File: config.mk
export PLATFORM = sky130hd
export DESIGN_NAME = tlb_access_sched
export DESIGN_NICKNAME = d
export VERILOG_FILES = /design/src/rtl/tlb_access_sched.sv
export SDC_FILE = /design/constraint.sdc
export NUM_CORES = 1
export LEC_CHECK = 0
export CAP_MARGIN = 20
export CORE_MARGIN = 8
export CORE_UTILIZATION = 35
export CTS_BUF_LIST = sky130_fd_sc_hd__clkbuf_8
export CTS_CLUSTER_SIZE = 8
export DETAILED_ROUTE_END_ITERATION = 16
export HOLD_SLACK_MARGIN = 0.05
export PLACE_DENSITY = 0.83
export SYNTH_ARGS = -nofsm -noshare
export SYNTH_HDL_FRONTEND = slang
export SYNTH_SLANG_ARGS = --single-unit
export TNS_END_PERCENT = 10
File: constraint.sdc
create_clock -name clk -period 1.9 [get_ports clk]
set_clock_uncertainty 0.05 [all_clocks]
set_input_delay 0.19 -clock clk [delete_from_list [all_inputs] [get_ports clk]]
set_output_delay 0.19 -clock clk [all_outputs]
set_load 0.02 [all_outputs]
File: src/rtl/tlb_access_sched.sv
// tlb_access_sched: arbitrates IF/MEM lookups and CP0 TLB ops onto the single TLB port, and keeps CP0 Random.
// Optional counters are built when TLB_SCHED_PERF_EN is defined.
`default_nettype none

module tlb_access_sched #(
  parameter int TLB_ENTRIES = 32,
  parameter int IDX_W       = 5,
  parameter int STARVE_MAX  = 3
) (
  input  logic             clk,
  input  logic             resetn,
  input  logic             if_req,
  input  logic [19:0]      if_vpn,
  output logic             if_gnt,
  output logic             if_rvalid,
  input  logic             dm_req,
  input  logic [19:0]      dm_vpn,
  input  logic             dm_wr,
  output logic             dm_gnt,
  output logic             dm_rvalid,
  input  logic             op_req,
  input  logic [1:0]       op_code,
  input  logic [IDX_W-1:0] cp0_index,
  input  logic [IDX_W-1:0] cp0_wired,
  output logic [IDX_W-1:0] random,
  output logic             op_done,
  output logic             lk_valid,
  output logic [19:0]      lk_vpn,
  output logic             lk_sel,
  output logic             lk_wr,
  output logic             mg_en,
  output logic [1:0]       mg_code,
  output logic [IDX_W-1:0] mg_index,
  input  logic             mg_ack
`ifdef TLB_SCHED_PERF_EN
  ,
  output logic [31:0]      perf_lookups,
  output logic [31:0]      perf_conflicts,
  output logic [31:0]      perf_op_stall
`endif
);

  localparam int               SW       = $clog2(STARVE_MAX + 1);
  localparam logic [IDX_W-1:0] RAND_TOP = IDX_W'(TLB_ENTRIES - 1);
  localparam logic [SW-1:0]    STARVE_LIM = SW'(STARVE_MAX);

  localparam logic [1:0] OP_TLBP  = 2'd0;
  localparam logic [1:0] OP_TLBWR = 2'd3;

  // S_DONE carries the op_done pulse; S_FENCE follows it so CP0 has dropped
  // op_req before the scheduler is back in S_IDLE.
  typedef enum logic [2:0] {
    S_IDLE  = 3'd0,
    S_DRAIN = 3'd1,
    S_ISSUE = 3'd2,
    S_WAIT  = 3'd3,
    S_DONE  = 3'd4,
    S_FENCE = 3'd5
  } state_t;

  state_t           state_q, state_d;
  logic [SW-1:0]    starve_q, starve_d;
  logic [IDX_W-1:0] random_q, random_d;
  logic [1:0]       code_q, code_d;
  logic [IDX_W-1:0] idx_q, idx_d;
  logic             if_rvalid_q, if_rvalid_d;
  logic             dm_rvalid_q, dm_rvalid_d;
  logic [IDX_W-1:0] issue_idx;

  // Arbitration: grants are combinational so a held request is accepted
  // exactly once; gating with resetn keeps every strobe low during reset.
  always_comb begin
    if_gnt   = 1'b0;
    dm_gnt   = 1'b0;
    starve_d = starve_q;
    if (state_q == S_IDLE && resetn) begin
      if (dm_req && if_req) begin
        if (starve_q >= STARVE_LIM) begin
          if_gnt   = 1'b1;
          starve_d = '0;
        end else begin
          dm_gnt   = 1'b1;
          starve_d = starve_q + SW'(1);
        end
      end else if (dm_req) begin
        dm_gnt = 1'b1;
      end else if (if_req) begin
        if_gnt   = 1'b1;
        starve_d = '0;
      end
    end
  end

  always_comb begin
    lk_valid    = if_gnt | dm_gnt;
    lk_sel      = dm_gnt;
    lk_wr       = dm_gnt & dm_wr;
    lk_vpn      = dm_gnt ? dm_vpn : (if_gnt ? if_vpn : 20'd0);
    if_rvalid_d = if_gnt;
    dm_rvalid_d = dm_gnt;
  end

  always_comb begin
    case (code_q)
      OP_TLBP:  issue_idx = '0;
      OP_TLBWR: issue_idx = random_q;
      default:  issue_idx = cp0_index;
    endcase
  end

  always_comb begin
    state_d  = state_q;
    code_d   = code_q;
    idx_d    = idx_q;
    mg_en    = 1'b0;
    op_done  = 1'b0;
    mg_index = idx_q;
    case (state_q)
      S_IDLE: begin
        if (op_req) begin
          state_d = S_DRAIN;
          code_d  = op_code;
        end
      end
      S_DRAIN: state_d = S_ISSUE;
      S_ISSUE: begin
        mg_en    = 1'b1;
        mg_index = issue_idx;
        idx_d    = issue_idx;
        state_d  = mg_ack ? S_DONE : S_WAIT;
      end
      S_WAIT: begin
        if (mg_ack) state_d = S_DONE;
      end
      S_DONE: begin
        op_done = 1'b1;
        state_d = S_FENCE;
      end
      S_FENCE: state_d = S_IDLE;
      default: state_d = S_IDLE;
    endcase
  end

  // A value at or below Wired (or zero) reloads the top; Wired >= top pins it there.
  always_comb begin
    random_d = random_q;
    if (state_q != S_WAIT) begin
      if (random_q <= cp0_wired || random_q == '0) random_d = RAND_TOP;
      else                                          random_d = random_q - IDX_W'(1);
    end
  end

  assign random    = random_q;
  assign mg_code   = code_q;
  assign if_rvalid = if_rvalid_q;
  assign dm_rvalid = dm_rvalid_q;

  always_ff @(posedge clk or negedge resetn) begin
    if (!resetn) begin
      state_q     <= S_IDLE;
      starve_q    <= '0;
      random_q    <= RAND_TOP;
      code_q      <= 2'd0;
      idx_q       <= '0;
      if_rvalid_q <= 1'b0;
      dm_rvalid_q <= 1'b0;
    end else begin
      state_q     <= state_d;
      starve_q    <= starve_d;
      random_q    <= random_d;
      code_q      <= code_d;
      idx_q       <= idx_d;
      if_rvalid_q <= if_rvalid_d;
      dm_rvalid_q <= dm_rvalid_d;
    end
  end

`ifdef TLB_SCHED_PERF_EN
  logic [31:0] perf_lookups_q, perf_lookups_d;
  logic [31:0] perf_conflicts_q, perf_conflicts_d;
  logic [31:0] perf_op_stall_q, perf_op_stall_d;

  always_comb begin
    perf_lookups_d   = perf_lookups_q + {31'd0, lk_valid};
    perf_conflicts_d = perf_conflicts_q + {31'd0, (state_q == S_IDLE) & if_req & dm_req};
    perf_op_stall_d  = perf_op_stall_q + {31'd0, state_q != S_IDLE};
  end

  always_ff @(posedge clk or negedge resetn) begin
    if (!resetn) begin
      perf_lookups_q   <= '0;
      perf_conflicts_q <= '0;
      perf_op_stall_q  <= '0;
    end else begin
      perf_lookups_q   <= perf_lookups_d;
      perf_conflicts_q <= perf_conflicts_d;
      perf_op_stall_q  <= perf_op_stall_d;
    end
  end

  assign perf_lookups   = perf_lookups_q;
  assign perf_conflicts = perf_conflicts_q;
  assign perf_op_stall  = perf_op_stall_q;
`endif

endmodule

`default_nettype wire

==> metrics <==
DR DRC count 0; Die Ht 77.15 um; Post-synth EDFFs 0; Ports 100; Syn Nets 205; FMAX 510.7 MHz; Reg area between 400 and 500 um2; post-synth top area share between 20% and 30%; Synth top cells by count 16 x nor2_1, 14 x a21oi_1, 14 x dfrtp_1; Area contributors post-synth dfrtp_1 27%, dfstp_2 10%, a22o_1 8.0%; worst hold slack 0.2570 ns; Seq cells post-synth 19; root buf cell clkbuf_8; final worst-path cycle share 103.1%; 1st-pass router iterations 4; Main synth FF type dfrtp_1; Final Power roughly 3.1 mW; Layout area overhead 96.94%; Critical Setup Path Class flop to output pin; hold buffer count at cts 0; Leakage between 1 and 1.5 nW; Clock Latency Late Sink 0.26 ns; CP Max Fanout 22; startpoint types flop; CTS tree done; GP Congestion a little over 0.8; Critical Path RT 1.66 ns; DP HPWL about 4.1 mm; fin worst setup slack -0.05829 ns; PortBufs 99; fin nets about 330; number of CTS-inserted buffers 3; clk buf depth 2; largest net degree at the start of global routing 23; Initial DRC Count 57; ANT nets after route 0; top-count cell post-synth nor2_1; Post-synth ARST share 100.0%; vias in the first global route 1426; WL per Instance 16.19 um; max-slew violations 0; clock-pin slew on the worst setup and hold paths 0.07 ns; min Tclk post-route a little under 2 ns; routed vias between 1000 and 1500; Peak VDD IR a little under 1 mV; # diodes 0; RSZ-0062 raised after global routing yes; Power Density between 1000 and 1500 mW/mm2; Finish-stage setup viols 22; final WL approximately 5 mm; die area between 0.005 and 0.006 mm2; Starting Density between 30% and 40%; outcome complete, but fails checks; CTS Sinks 19; # fillers between 300 and 400; Die W 77.15 um; reg-to-reg startpoint random[0]$_DFFE_PN1P_; worst reg2reg path depth 7; via/cell ratio between 4 and 5; synth unique cells 34; initial antenna violation count 0; Critical R2R Capture random[3]$_DFFE_PN1P_; synthesized area per cell between 9 and 10 um2; CP arrival about 1.7 ns; Worst setup EP type output pin; cell area after placement between 0.002 and 0.0025 mm2; Global Route Usage Sum between 10% and 20%; post-route cell area 0.002577 mm2; Slew Limit Headroom 81.14%; share of cells above drive strength 1 about a third; Worst-Margin Slew 0.2823 ns; area occupied by multi-input gates roughly 780 um2; Seq/Total Area, Yosys between 30% and 40%; leading area contributor after synthesis dfrtp_1; maxcap violations 0; failing checks negative setup slack; global route total overflow 0; first-pass GRT wire length 7.866 mm; final design utilization between 70% and 80%; Place WS -0.3912 ns; # H-tree levels 1; r2r setup slk 0.13 ns; core box area 0.003633 mm2; Hold Vio Cnt, Final 0; FP Rows 22; synthesized cell area between 0.001 and 0.0015 mm2; synthesized instance count 138; Synthesis Warnings 0; hold crit path type input port to asynchronous set/reset pin
==> state kept, by name, indices dropped and copies added (netlist names) <==
name	cells
starve_q	2
random	5
mg_code	2
state_q	3
if_rvalid	1
dm_rvalid	1
idx_q	5
==> worst max-delay path by stage <==
stage,end,cells after the start,startpoint,slack [ns]
CTS,lk_vpn[8],7,state_q[2]$_DFFE_PN0P_,-0.11
detailed placement,lk_vpn[8],5,resetn,-0.39
finish,lk_vpn[2],7,state_q[2]$_DFFE_PN0P_,-0.06
global placement,lk_vpn[8],5,resetn,-0.38
floorplan,mg_index[3],4,mg_code[0]$_DFFE_PN0P_,0.15
global route,lk_vpn[6],7,state_q[2]$_DFFE_PN0P_,-0.15
==> layer usage <==
| layer | up-vias | wire [um] | track usage [%] |
|---|---|---|---|
| li1 | 746 | - | - |
| met1 | 697 | 1958 | 18.87 |
| met2 | 28 | 2770 | 28.64 |
| met3 | 8 | 195 | 4.312 |
| met4 | 0 | 61 | 3.585 |
| met5 | - | 0 | 0 |
==> cell type report <==
cell class	instances	area share [%]
sequential	19	18.69
inverter	8	1.165
clock inverter	1	0.1456
tap	48	2.330
multi-input combinational	105	30.44
clock buffer	3	1.602
timing repair buffer	124	45.63
==> cell families after synthesis <==
family | after synthesis | share of synthesized area, %
AO/OA/AOI/OAI | 48 | 28.20
adder cells (fa/ha/maj) | 8 | 7.648
buffers and inverters | 15 | 6.978
flip-flops | 19 | 36.81
multiplexers | 3 | 2.581
AND/OR/NAND/NOR | 45 | 17.78
==> layout by cell type, fill, tap and decap left out, types with 2 or more instances in the layout <==
| master | count |
|---|---|
| a21oi_1 | 13 |
| a22o_1 | 11 |
| a22o_2 | 7 |
| a22o_4 | 2 |
| and2_1 | 2 |
| and3_4 | 2 |
| buf_4 | 34 |
| buf_6 | 18 |
| clkbuf_8 | 3 |
| clkdlybuf4s50_1 | 67 |
| dfrtp_1 | 14 |
| dfstp_2 | 5 |
| dlygate4sd2_1 | 2 |
| ha_1 | 7 |
| inv_1 | 9 |
| mux2_2 | 3 |
| nand2_1 | 13 |
| nand3_1 | 2 |
| nor2_1 | 16 |
| nor3b_1 | 2 |
| o21a_1 | 2 |
| o21ai_0 | 4 |
| o22a_1 | 3 |
==> power breakdown <==
part | total [mW] | switching (mW) | leakage, nW | internal, mW
sequential | 0.681 | 0.0878 | 0.225 | 0.593
clock | 0.272 | 0.129 | 0.0269 | 0.144
combinational | 2.16 | 1.06 | 0.924 | 1.10
total | 3.11 | 1.28 | 1.18 | 1.84
==> critical path, stage by stage (launching register included) <==
cell	delay, ns
dfrtp_1	0.39
nor3_2	0.20
and2_4	0.20
nand2_4	0.06
a21oi_4	0.14
buf_12	0.17
a22o_1	0.18
buf_6	0.13
==> timing repair <==
action,4_1_cts,5_1_grt
setup endpoints to repair,32,30
pin swaps,4,5
gates cloned,1,0
gates resized for setup,156,19
buffers inserted,0,1
==> metrics by stage <==
step,TNS (ns),instances
2_1_floorplan,0,138
3_3_place_gp,-8.680,302
3_5_place_dp,-9.128,302
4_1_cts,-1.097,307
5_1_grt,-2.800,308
6_report,-0.6726,308
No activity file was read; power rests on OpenSTA's default activity.
==> patch 1: new RTL, same flow settings <==
Encoding of `state_t`: now one-hot (6 bits for 6 states).
--- a/src/rtl/tlb_access_sched.sv
+++ b/src/rtl/tlb_access_sched.sv
@@ -50,11 +50,11 @@
   // S_DONE carries the op_done pulse; S_FENCE follows it so CP0 has dropped
   // op_req before the scheduler is back in S_IDLE.
-  typedef enum logic [2:0] {
-    S_IDLE  = 3'd0,
-    S_DRAIN = 3'd1,
-    S_ISSUE = 3'd2,
-    S_WAIT  = 3'd3,
-    S_DONE  = 3'd4,
-    S_FENCE = 3'd5
+  typedef enum logic [5:0] {
+    S_IDLE  = 6'b000001,
+    S_DRAIN = 6'b000010,
+    S_ISSUE = 6'b000100,
+    S_WAIT  = 6'b001000,
+    S_DONE  = 6'b010000,
+    S_FENCE = 6'b100000
   } state_t;
 
Check against the original RTL: no difference found for any inputs over 10 cycles, from zero or initial values and one cycle with resetn low; not proved beyond that.
==> patch 1 against the unedited design <==
The run still ends with negative setup slack left; worst hold slack better by 0.16 ns; worst setup slack worse by 0.24 ns; sequential cell count up 3; sequential power up 12%; synthesized area up 9.8%; total power up 11%; wire length up 22%; final area up 16%; first-iteration DRC count down 30%; utilization up 4.3 points.
==> patch 1: results (changes against the unedited design) <==
STA
  – Rel. slew slack: 55.7% (-25 points)
  – Final setup margin: -0.300 ns (-0.242 ns)
  – Final setup viols: 28 (+27%)

Synth
  – Synth Area in XOR/XNOR: 0.609% (+0.61 points)
  – Post-synth top cells: a22o_1, dfrtp_1, nand2_1, nor2_1, o21ai_0
  – Mux cell area share after synthesis: 1.57% (-1.0 points)
  – Post-Synthesis Cells: 156 (+13%)
  – Yosys cell types: 40 (+18%)

Global routing
  – Met1 Track Usage GR: 19.2% (+0.29 points)
  – GRT met2 Usage: 34.4% (+5.8 points)
  – Aggregate global-route resource usage: 17.8% (+1.6 points)

Place
  – HPWL after DPL: 4380 um (+7.0%)
  – Placer Congestion: 0.837 (+4.0%)
  – Placed insts: 321 (+6.3%)

Cells and area
  – Multi-input combinational cell area: 911 um^2 (+16%)
  – Fill count: 277 (-13%)
  – Clock buffer count: 4 (+1)
  – Signal buffers: 135 (+8.9%)
  – Layout cells sized above 1: 37.1% (+4.0 points)
  – Non-Clock Buffer Area Fraction: 45.9% (+0.29 points)

Pwr
  – Leakage: 1.33 nW (+13%)
  – VDD IR-drop max: 0.801 mV (-17%)

Routing
  – Vias/cell: 4.94 (+2.9%)
  – Drt wl/cell: 18.1 um (+12%)

Worst setup path
  – Critical Path Max Stage Delay: 0.41 ns (+0.02 ns)
  – CP Max Fanout: 6 (-73%)

Outcome
  – Status: complete, but fails checks
  – Failing checks: negative setup slack

Worst hold path
  – Worst hold path type: flop to flop
==> patch 1: cell types whose count changed after synthesis, moves of 5 or more <==
cell and delta:
a22o_1 +8, a22o_2 -8, o21ai_0 +7, a21oi_1 -5
==> patch 1: routing by layer <==
metal  vias to the layer above  wire length (um)
met3                         2               236
li1                        833                 -
met5                         -                 0
met1                       790              2320
met4                         0                31
met2                        35              3490
==> patch 1: through the flow <==
step           area, um^2  hold WS (ns)  setup TNS (ns)  setup slack, ns
6_report             2990         0.421           -5.43           -0.300
5_1_grt              2990         0.450           -8.44           -0.389
4_1_cts              2910         0.448           -5.12           -0.242
3_5_place_dp         2650         0.448          -11.42           -0.429
3_3_place_gp         2650         0.420           -9.06           -0.348
2_1_floorplan        1440        -0.156               0           0.0285
==> patch 1: path summary, 6_finish.rpt <==
kind                                              from                     end  slack [ns]  depth (start not counted)
worst min register to register      idx_q[2]$_DFF_PN0_      idx_q[2]$_DFF_PN0_        0.42                          2
max in group asynchronous                       resetn   random[1]$_DFFE_PN1P_        1.06                          2
worst max-delay path            state_q[1]$_DFFE_PN0P_              lk_vpn[10]       -0.30                          8
worst max register to register   random[1]$_DFFE_PN1P_   random[2]$_DFFE_PN1P_       -0.13                          7
min in group asynchronous                       resetn  state_q[5]$_DFFE_PN0P_        0.46                          2
worst min-delay path                idx_q[2]$_DFF_PN0_      idx_q[2]$_DFF_PN0_        0.42                          2
==> patch 1: power by group <==
part	total (W)	switching [W]	leakage, nW	internal, W
Sequential	0.000764	0.000106	0.266	0.000659
Clock	0.000331	0.000146	0.0288	0.000185
Combinational	0.00236	0.00112	1.04	0.00124
Total	0.00346	0.00137	1.33	0.00209
==> patch 1: timing repair <==
item,CTS,global route
cloned,3,0
buffers inserted,8,2
pin swaps,13,13
resized for setup,193,37
setup endpoints to repair,36,37
hold buffers,0,0
==> patch 2: new RTL, same settings <==
Without the edit above. Set the parameter `TLB_ENTRIES` to 16 (it was 32).
--- a/src/rtl/tlb_access_sched.sv
+++ b/src/rtl/tlb_access_sched.sv
@@ -4,5 +4,5 @@
 
 module tlb_access_sched #(
-  parameter int TLB_ENTRIES = 32,
+  parameter int TLB_ENTRIES = 16,
   parameter int IDX_W       = 5,
   parameter int STARVE_MAX  = 3
Formal check against the unedited RTL: not equivalent (Yosys sat finds a counterexample within 4 cycles, from zero or initial values and one cycle with resetn low).
==> patch 2 against the unedited design <==
The flow still finishes with violations (negative setup slack); synthesized cell count down 1.4%; worst setup slack worse by 0.018 ns; combinational power down 4%; final area up 0.19%; fmax down 0.90%; total power down 3.6%; register-to-register slack worse by 0.02 ns; synthesized area down 1.8%; via count up 0.81%; sequential cell count unchanged; wire length up 2.2%.
==> patch 2: results (changes against the unedited design) <==
Outcome
  – Status: complete, but fails checks
  – Failing checks: negative setup slack

Synth
  – Post-synthesis async set-or-reset flop share: 100% (unchanged)
  – Post-Synthesis Cells: 136 (-1.4%)
  – Seq/Total Area, Yosys: 37.4% (+0.58 points)
  – Synth top area cells: dfrtp_1, a22o_1, dfstp_2
  – Post-synth top cells: dfrtp_1, a21oi_1, a22o_1, nor2_1, nand2_1
  – Post-Syn Nets: 203 (-0.98%)
  – Synth Area in XOR/XNOR: 0% (unchanged)
  – Synth Area in Adders: 7.79% (+0.14 points)
  – Yosys cell types: 35 (+2.9%)
  – Compound-gate portion of the synthesized area: 27.8% (-0.45 points)
  – Mux cell area share after synthesis: 1.75% (-0.83 points)

Place
  – Placed insts: 300 (-0.66%)
  – Cell Area, Placed: 0.00247 mm^2 (-0.95%)
  – Dpl ws: -0.388 ns (+0.00289 ns)
  – Placer Congestion: 0.787 (-2.2%)
  – HPWL after DPL: 4010 um (-2.2%)

Pwr
  – Cell Int Power: 0.00177 W (-3.4%)
  – VDD IR-drop max: 1.06 mV (+9.5%)
  – Leakage: 1.17 nW (about the same)

STA
  – Worst-margin pin slew: 0.288 ns (+0.00523 ns)
  – Final setup viols: 20 (-9.1%)
  – Final setup margin: -0.0762 ns (-0.0179 ns)

Routing
  – Iter 0 DRT Violations: 23 (-60%)
  – Drt wl/cell: 16.6 um (+2.5%)
  – Vias/cell: 4.86 (+1.1%)

Cells and area
  – Nets: 327 (-0.30%)
  – Ant. Diodes: 0 (unchanged)
  – Post-route insts no fill: 307 (-0.32%)
  – Fill count: 264 (-17%)
  – Layout cells sized above 1: 32.4% (-0.64 points)

Worst setup path
  – Critical Path Max Stage Delay: 0.39 ns (about the same)
  – Critical Path Start Type: flop
  – Slowest CP cell: dfrtp_1
  – CP Max Fanout: 8 (-64%)

Global routing
  – First-pass GRT wire length: 8050 um (+2.3%)
  – Aggregate global-route resource usage: 16.9% (+0.69 points)
  – Number of global-route vias before repair: 1582 (+11%)
  – Largest net degree at the start of global routing: 20 (-13%)
  – Initial antenna violation count: 0 (unchanged)

Clocking
  – Clock-pin slew of the registers on the worst-case setup and hold paths: 0.07 ns (about the same)
  – Worst skew pair latency: 0.26 ns (about the same)
  – H-tree depth: 1 (unchanged)
  – Inserted Clock Buffers: 3 (unchanged)
  – Root Buffer: clkbuf_8

Worst hold path
  – Worst hold path type: primary input to asynchronous set/reset pin
patch 2: logic make-up after synthesis:
| family | Yosys count |
|---|---|
| buffers and inverters | 15 |
| AND/OR/NAND/NOR | 44 |
| flip-flops | 19 |
| multiplexers | 2 |
| AO/OA/AOI/OAI | 48 |
| adder cells (fa/ha/maj) | 8 |
patch 2: worst paths after layout:
path	from	end	slack (ns)
worst max-delay path	state_q[2]$_DFFE_PN0P_	lk_vpn[3]	-0.08
worst min-delay path	resetn	mg_code[1]$_DFFE_PN0P_	0.29
worst max register to register	random[4]$_DFFE_PN0P_	random[3]$_DFFE_PN1P_	0.11
worst min register to register	starve_q[1]$_DFFE_PN0P_	starve_q[1]$_DFFE_PN0P_	0.44
max in group asynchronous	resetn	random[2]$_DFFE_PN1P_	1.25
min in group clk	starve_q[1]$_DFFE_PN0P_	starve_q[1]$_DFFE_PN0P_	0.44
patch 2: routing by layer:
| layer | track usage (%) | routed length (um) | share of wire, % |
|---|---|---|---|
| met5 | 0 | 0 | 0 |
| met4 | 3.85 | 80 | 1.6 |
| met3 | 5.66 | 309 | 6.1 |
| met2 | 31.5 | 2700 | 53 |
| met1 | 17.7 | 2010 | 39 |
patch 2: area by class of cell:
| cell class | instances | area (um^2) | area share (%) |
|---|---|---|---|
| Timing Repair Buffer | 125 | 1200 | 46.6 |
| Multi-Input combinational cell | 103 | 763 | 29.6 |
| Sequential cell | 19 | 480 | 18.6 |
| Tap cell | 48 | 60.1 | 2.33 |
| Clock buffer | 3 | 41.3 | 1.60 |
| Inverter | 8 | 30.0 | 1.16 |
| Clock inverter | 1 | 5.00 | 0.194 |
patch 2: power groups by stage:
stage | clock network, W | registers [W] | logic, W
after floorplan | 0 | 0.000733 | 0.000886
after global placement | 0 | 0.000645 | 0.00192
after detailed placement | 0 | 0.000650 | 0.00195
after CTS | 0.000282 | 0.000646 | 0.00199
after global routing | 0.000303 | 0.000672 | 0.00224
final | 0.000277 | 0.000655 | 0.00207
patch 2: worst register-to-register path, stage by stage (launching register included):
cell	delay [ns]
dfrtp_1	0.41
ha_1	0.33
nand4_1	0.13
nor2_1	0.11
o22ai_1	0.09
buf_4	0.16
o31a_1	0.29
o22a_1	0.17
patch 2: repair_timing:
action,4_1_cts,5_1_grt
pin swaps,3,8
buffers inserted,1,1
setup endpoints to repair,32,31
resized for setup,164,15
cloned,1,0
patch 2: stage by stage:
stage	total power, W	utilization [%]	setup TNS, ns	hold WS, ns
after floorplan	0.00162	-	0	-0.156
after global placement	0.00257	68.4	-9.37	0.418
after detailed placement	0.00260	68.4	-9.54	0.435
after CTS	0.00292	70.3	-1.24	0.295
after global routing	0.00321	71.6	-2.74	0.302
final	0.00300	71.6	-1.02	0.289
